==> src/rtl/lc3_ea_sequencer.sv <==
// lc3_ea_sequencer: control FSM sequencing the LC-3 effective-address path
// (ADDR1/ADDR2/MARMUX selects) and the memory handshake with bounded wait.
`default_nettype none

module lc3_ea_sequencer #(
  parameter int MEM_TIMEOUT = 15
) (
  input  logic        clk,
  input  logic        rst_n,
  input  logic        i_start,
  input  logic [15:0] i_ir,
  input  logic [2:0]  i_nzp,
  input  logic        i_mem_ready,
  output logic [1:0]  o_addr2mux_select,
  output logic        o_addr1mux_select,
  output logic        o_gate_marmux,
  output logic        o_gate_mdr,
  output logic        o_ld_mar,
  output logic        o_ld_mdr,
  output logic        o_ld_pc,
  output logic        o_ld_reg,
  output logic        o_ld_cc,
  output logic [2:0]  o_dr_sel,
  output logic        o_mem_en,
  output logic        o_mem_we,
  output logic        o_busy,
  output logic        o_done,
  output logic        o_err
);

  localparam int CW = (MEM_TIMEOUT > 1) ? $clog2(MEM_TIMEOUT) : 1;
  localparam logic [CW-1:0] c_WAIT_LAST = CW'(MEM_TIMEOUT - 1);

  localparam logic [2:0] c_S_IDLE = 3'd0;
  localparam logic [2:0] c_S_EA   = 3'd1;
  localparam logic [2:0] c_S_RD   = 3'd2;
  localparam logic [2:0] c_S_IND  = 3'd3;
  localparam logic [2:0] c_S_WR   = 3'd4;
  localparam logic [2:0] c_S_WB   = 3'd5;
  localparam logic [2:0] c_S_DONE = 3'd6;

  localparam logic [3:0] c_OP_BR  = 4'b0000;
  localparam logic [3:0] c_OP_LD  = 4'b0010;
  localparam logic [3:0] c_OP_ST  = 4'b0011;
  localparam logic [3:0] c_OP_JSR = 4'b0100;
  localparam logic [3:0] c_OP_LDR = 4'b0110;
  localparam logic [3:0] c_OP_STR = 4'b0111;
  localparam logic [3:0] c_OP_LDI = 4'b1010;
  localparam logic [3:0] c_OP_STI = 4'b1011;
  localparam logic [3:0] c_OP_JMP = 4'b1100;
  localparam logic [3:0] c_OP_LEA = 4'b1110;

  logic [2:0]    r_state;
  logic [2:0]    w_next;
  logic [15:0]   r_ir;
  logic          r_ind;
  logic          r_err;
  logic [CW-1:0] r_wait;
  logic          w_set_err;
  logic          w_legal;
  logic          w_in_mem;
  logic          w_timeout;
  logic [3:0]    w_op;
  logic [3:0]    w_in_op;
  logic          w_unused;

  assign w_op      = r_ir[15:12];
  assign w_in_op   = i_ir[15:12];
  assign w_unused  = ^r_ir[8:0];
  assign w_in_mem  = (r_state == c_S_RD) || (r_state == c_S_WR);
  assign w_timeout = !i_mem_ready && (r_wait == c_WAIT_LAST);

  always_comb begin
    w_legal = 1'b0;
    case (w_in_op)
      c_OP_BR, c_OP_LD, c_OP_ST, c_OP_JSR, c_OP_LDR,
      c_OP_STR, c_OP_LDI, c_OP_STI, c_OP_JMP, c_OP_LEA: w_legal = 1'b1;
      default: w_legal = 1'b0;
    endcase
  end

  // State register plus the datapath-side bookkeeping that travels with it.
  always_ff @(posedge clk or negedge rst_n) begin
    if (!rst_n) begin
      r_state <= c_S_IDLE;
      r_ir    <= 16'h0000;
      r_ind   <= 1'b0;
      r_err   <= 1'b0;
      r_wait  <= '0;
    end else begin
      r_state <= w_next;
      if (r_state == c_S_IDLE && i_start) begin
        r_ir  <= i_ir;
        r_ind <= w_legal && (w_in_op == c_OP_LDI || w_in_op == c_OP_STI);
      end else if (r_state == c_S_IND) begin
        r_ind <= 1'b0;
      end
      if (w_next == c_S_DONE) r_err <= w_set_err;
      if (w_in_mem && !i_mem_ready) r_wait <= r_wait + 1'b1;
      else                          r_wait <= '0;
    end
  end

  always_comb begin
    w_next    = r_state;
    w_set_err = 1'b0;
    case (r_state)
      c_S_IDLE: begin
        if (i_start) begin
          if (w_legal) begin
            w_next = c_S_EA;
          end else begin
            w_next    = c_S_DONE;
            w_set_err = 1'b1;
          end
        end
      end
      c_S_EA: begin
        case (w_op)
          c_OP_LEA, c_OP_BR, c_OP_JSR, c_OP_JMP: w_next = c_S_DONE;
          c_OP_ST, c_OP_STR:                     w_next = c_S_WR;
          default:                               w_next = c_S_RD;
        endcase
      end
      c_S_RD: begin
        if (i_mem_ready) begin
          w_next = r_ind ? c_S_IND : c_S_WB;
        end else if (w_timeout) begin
          w_next    = c_S_DONE;
          w_set_err = 1'b1;
        end
      end
      c_S_IND:  w_next = (w_op == c_OP_STI) ? c_S_WR : c_S_RD;
      c_S_WR: begin
        if (i_mem_ready) begin
          w_next = c_S_DONE;
        end else if (w_timeout) begin
          w_next    = c_S_DONE;
          w_set_err = 1'b1;
        end
      end
      c_S_WB:   w_next = c_S_DONE;
      c_S_DONE: w_next = c_S_IDLE;
      default:  w_next = c_S_IDLE;
    endcase
  end

  always_comb begin
    o_addr2mux_select = 2'b00;
    o_addr1mux_select = 1'b0;
    o_gate_marmux     = 1'b0;
    o_gate_mdr        = 1'b0;
    o_ld_mar          = 1'b0;
    o_ld_mdr          = 1'b0;
    o_ld_pc           = 1'b0;
    o_ld_reg          = 1'b0;
    o_ld_cc           = 1'b0;
    o_dr_sel          = 3'd0;
    o_mem_en          = 1'b0;
    o_mem_we          = 1'b0;
    o_busy            = (r_state != c_S_IDLE);
    o_done            = 1'b0;
    o_err             = 1'b0;
    case (r_state)
      c_S_EA: begin
        case (w_op)
          c_OP_LEA: begin
            o_addr2mux_select = 2'b10;
            o_gate_marmux     = 1'b1;
            o_ld_reg          = 1'b1;
            o_ld_cc           = 1'b1;
            o_dr_sel          = r_ir[11:9];
          end
          c_OP_BR: begin
            o_addr2mux_select = 2'b10;
            o_ld_pc           = |(r_ir[11:9] & i_nzp);
          end
          // R7 captures the PC before this edge's ld_pc takes effect.
          c_OP_JSR: begin
            o_addr2mux_select = r_ir[11] ? 2'b11 : 2'b00;
            o_addr1mux_select = !r_ir[11];
            o_ld_pc           = 1'b1;
            o_ld_reg          = 1'b1;
            o_dr_sel          = 3'd7;
          end
          c_OP_JMP: begin
            o_addr1mux_select = 1'b1;
            o_ld_pc           = 1'b1;
          end
          c_OP_LDR, c_OP_STR: begin
            o_addr2mux_select = 2'b01;
            o_addr1mux_select = 1'b1;
            o_gate_marmux     = 1'b1;
            o_ld_mar          = 1'b1;
          end
          default: begin
            o_addr2mux_select = 2'b10;
            o_gate_marmux     = 1'b1;
            o_ld_mar          = 1'b1;
          end
        endcase
      end
      c_S_RD: begin
        o_mem_en = 1'b1;
        o_ld_mdr = i_mem_ready;
      end
      c_S_IND: begin
        o_gate_mdr = 1'b1;
        o_ld_mar   = 1'b1;
      end
      c_S_WR: begin
        o_mem_en = 1'b1;
        o_mem_we = 1'b1;
      end
      c_S_WB: begin
        o_gate_mdr = 1'b1;
        o_ld_reg   = 1'b1;
        o_ld_cc    = 1'b1;
        o_dr_sel   = r_ir[11:9];
      end
      c_S_DONE: begin
        o_done = 1'b1;
        o_err  = r_err;
      end
      default: ;
    endcase
  end

endmodule

`default_nettype wire

==> config.mk <==
export PLATFORM = sky130hd
export DESIGN_NAME = lc3_ea_sequencer
export DESIGN_NICKNAME = d
export VERILOG_FILES = /design/src/rtl/lc3_ea_sequencer.sv
export SDC_FILE = /design/constraint.sdc
export NUM_CORES = 1
export LEC_CHECK = 0
export ABC_AREA = 1
export BUFFER_PORTS_ARGS = -buffer_cell sky130_fd_sc_hd__buf_4
export CAP_MARGIN = 0
export CORE_MARGIN = 2
export CORE_UTILIZATION = 48
export DETAILED_ROUTE_END_ITERATION = 12
export PLACE_DENSITY = 0.79
export SLEW_MARGIN = 20
export SYNTH_ARGS = -nofsm -noshare
export SYNTH_HDL_FRONTEND = slang
export SYNTH_SLANG_ARGS = --single-unit
==> constraint.sdc <==
create_clock -name clk -period 1.8 [get_ports clk]
set_input_delay 0.09 -clock clk [delete_from_list [all_inputs] [get_ports clk]]
set_output_delay 0.09 -clock clk [all_outputs]
set_load 0.005 [all_outputs]
==> results.tsv <==
stage	metric	value	unit
logic_synthesis	Main synth FF type	dfrtp_1	
critical_path	worst-path fanout max	7	
route	via count	1035	
logic_synthesis	EDFF count, synth	0	
clock_tree	CTS max path bufs	2	
die	core area	2150	µm²
cells_and_area	Filler cells	207	
logic_synthesis	Synth Cell Area	1070	µm²
pwr	maximum VDD drop	0.775	mV
timing	Hold Fails Final Rpt	0	
placement	DP HPWL	1890	µm
critical_path	crit end category	primary output	
logic_synthesis	most frequent cell after synthesis	nand2_1	
timing	min cycle time layout	1.68	ns
critical_path	CP Class	reg2out	
timing	TNS Setup	0	ns
outcome	outcome	finished, final reports clean	
clock_tree	postcts setup bufs	0	
logic_synthesis	Mapped Avg Cell Area	7.13	µm²
logic_synthesis	adder-cell share of the synthesized area	2.34	%
die	num rows	17	
route	Remaining DRCs	0	
route	drt wl/cell	10.8	µm
timing	Setup-failing EPs final	0	
clock_tree	CTS tree	built	
logic_synthesis	FFs w/ async S/R, synth	100	%
logic_synthesis	largest area contributor in the netlist	dfrtp_1	
logic_synthesis	post-synthesis compound-gate area fraction	13.0	%
placement	placed insts	208	
logic_synthesis	synth top area cells	dfrtp_1, nand2_1, inv_1, nor2_1, o21ai_0	
placement	# port buffers	31	
grt	global-route wire length before repair	3900	µm
placement	pre-CTS WS	0.324	ns
route	total length of routed wires	2290	µm
die	die height	51.2	µm
cells_and_area	Nets	211	
die	die width	51.2	µm
logic_synthesis	simple-gate share of the synthesized area	35.3	%
critical_path	critical path required time	1.71	ns
timing	Peak Freq	596	MHz
timing	RSZ-0062 raised after global routing	false	
clock_tree	clk_lat worst skew	0.28	ns
logic_synthesis	Post-synth top cells	nand2_1, inv_1, nor2_1, dfrtp_1, o21ai_0	
timing	Hold Slack	0.0198	ns
die	Ports	41	
logic_synthesis	mux contribution to synthesized area	0	%
die	Starting Density	49.8	%
route	via/cell ratio	4.88	
logic_synthesis	Syn Inst Count	150	
clock_tree	clk root buf	clkbuf_4	
critical_path	Critical Path Source Type	register	
critical_path	WP data arrival	1.59	ns
clock_tree	Clock transition at path regs	0.09	ns
logic_synthesis	post-synthesis sequential area ratio	37.4	%
grt	GRT Total Usage	19.9	%
timing	final worst setup slack	0.122	ns
timing	measured slew at the worst slew-check pin	0.290	ns
logic_synthesis	Syn Nets	175	
grt	initial antenna violation count	0	
clock_tree	H-tree depth	1	
die	Die ar.	2620	µm²
route	1st-iter DRT viols	16	
clock_tree	clock sinks	16	
cells_and_area	Antenna Cells	0	
job	number of max-cap violations	0	
timing	pins over their slew limit	0	
pwr	pwr/cell area	1390	nW/µm²
pwr	LEAKAGE	0.749	nW
grt	total grt overflow	0	
route	ANT nets after route	0	
timing	fin crit share	93.2	%
placement	Final GP Congestion	0.827	
cells_and_area	share of layout cells above drive strength 1	30.4	%
min_path	hold crit path type	in2reg	
logic_synthesis	Yosys top cell area share	37.4	%
cells_and_area	fin cells	212	
grt	vias in the first global route	918	
logic_synthesis	Yosys reg bits	16	
logic_synthesis	Yosys cell types	27	
grt	largest net degree at the start of global routing	17	
clock_tree	Num CTS Buffers	3	
timing	worst clock skew	0.00720	ns
logic_synthesis	largest family of logic cells by synthesized area	simple AND/OR/NAND/NOR gates	
timing	slew margin rel.	80.6	%
cells_and_area	Area Growth Syn to Fin	28.4	%
logic_synthesis	synth warn	0	
route	DR pass1 iterations	4	
logic_synthesis	xor-xnor portion of the synthesized cell area	1.64	%
## per-stage QoR
step	area, µm²	utilization (%)	power [mW]
final	1370	63.9	1.91
after CTS	1370	63.5	1.90
after global routing	1370	63.9	2.09
after floorplan	1070	-	1.34
after detailed placement	1330	62.0	1.71
after global placement	1330	62.0	1.68
## cell families (layout without fill, tap and decap cells)
kind of cell / count (synthesis) / in the layout
AO/OA/AOI/OAI: 22 / 22
XOR/XNOR: 2 / 2
adder cells (fa/ha/maj): 2 / 2
buffers and inverters: 29 / 63
flip-flops: 16 / 16
AND/OR/NAND/NOR: 79 / 79
## layer usage
metal	routed length [µm]	share of wire, %	up-vias	track usage, %
li1	-	-	546	-
met3	77	3.4	2	1.75
met5	0	0	-	0
met1	1070	47	471	25.7
met4	12	0.52	0	7.89
met2	1130	49	16	34.4
## flip-flops by register name, indices dropped and copies added, names as in the netlist
name     cells
r_ind        1
r_wait       4
r_ir         7
r_err        1
r_state      3
## area by class of cell
cell class                      count  area [µm²]  area share [%]
Inverter                           28         105            7.65
Tap cell                           28        35.0            2.55
Multi-Input combinational cell    105         568            41.3
Timing Repair Buffer               32         243            17.7
Sequential cell                    16         400            29.1
Clock buffer                        3        22.5            1.64
## path summary, 6_finish.rpt
kind	slack, ns	cells past startpoint	from	endpoint
min reg2reg	0.49	1	r_wait[0]	r_wait[0]
max reg2reg	0.42	11	r_wait[0]	r_err
min	0.02	3	i_ir[11]	r_ir[11]
max	0.12	6	r_state[1]	o_ld_mar
max in group asynchronous	1.43	2	rst_n	r_ir[13]
min in group asynchronous	0.19	2	rst_n	r_err
## worst max-delay path, stage by stage, from the launching register on
cell	delay, ns
dfrtp_1	0.49
nor2_4	0.21
inv_2	0.06
nor2_2	0.11
inv_2	0.08
o31ai_1	0.21
buf_4	0.15
## cell usage in the layout (no fill, tap or decap), types with 2 or more instances in the layout
cell type and instances:
o22ai_1 2, o21ai_0 11, inv_2 5, nand3_1 7, nor2_4 2, nor2_2 2
clkbuf_4 3, a21oi_2 2, nand3_2 4, a21oi_1 2, clkinv_1 2, nor2_1 18
buf_4 31, inv_1 21, dfrtp_1 16, o21ai_2 2, ha_1 2, nand2_2 3
nand2_1 39
## power by group
| group | internal (mW) | switching [mW] |
|---|---|---|
| Sequential | 0.505 | 0.154 |
| Clock | 0.0775 | 0.107 |
| Combinational | 0.431 | 0.631 |
| Total | 1.01 | 0.892 |
## repair_timing
item                                    in CTS  in global routing
hold buffers                                 1                  0
gates resized for setup                      0                  3
endpoints found under the hold margin       16                  0
endpoints found under the setup margin       0                  6
No activity file was read; power rests on OpenSTA's default activity.
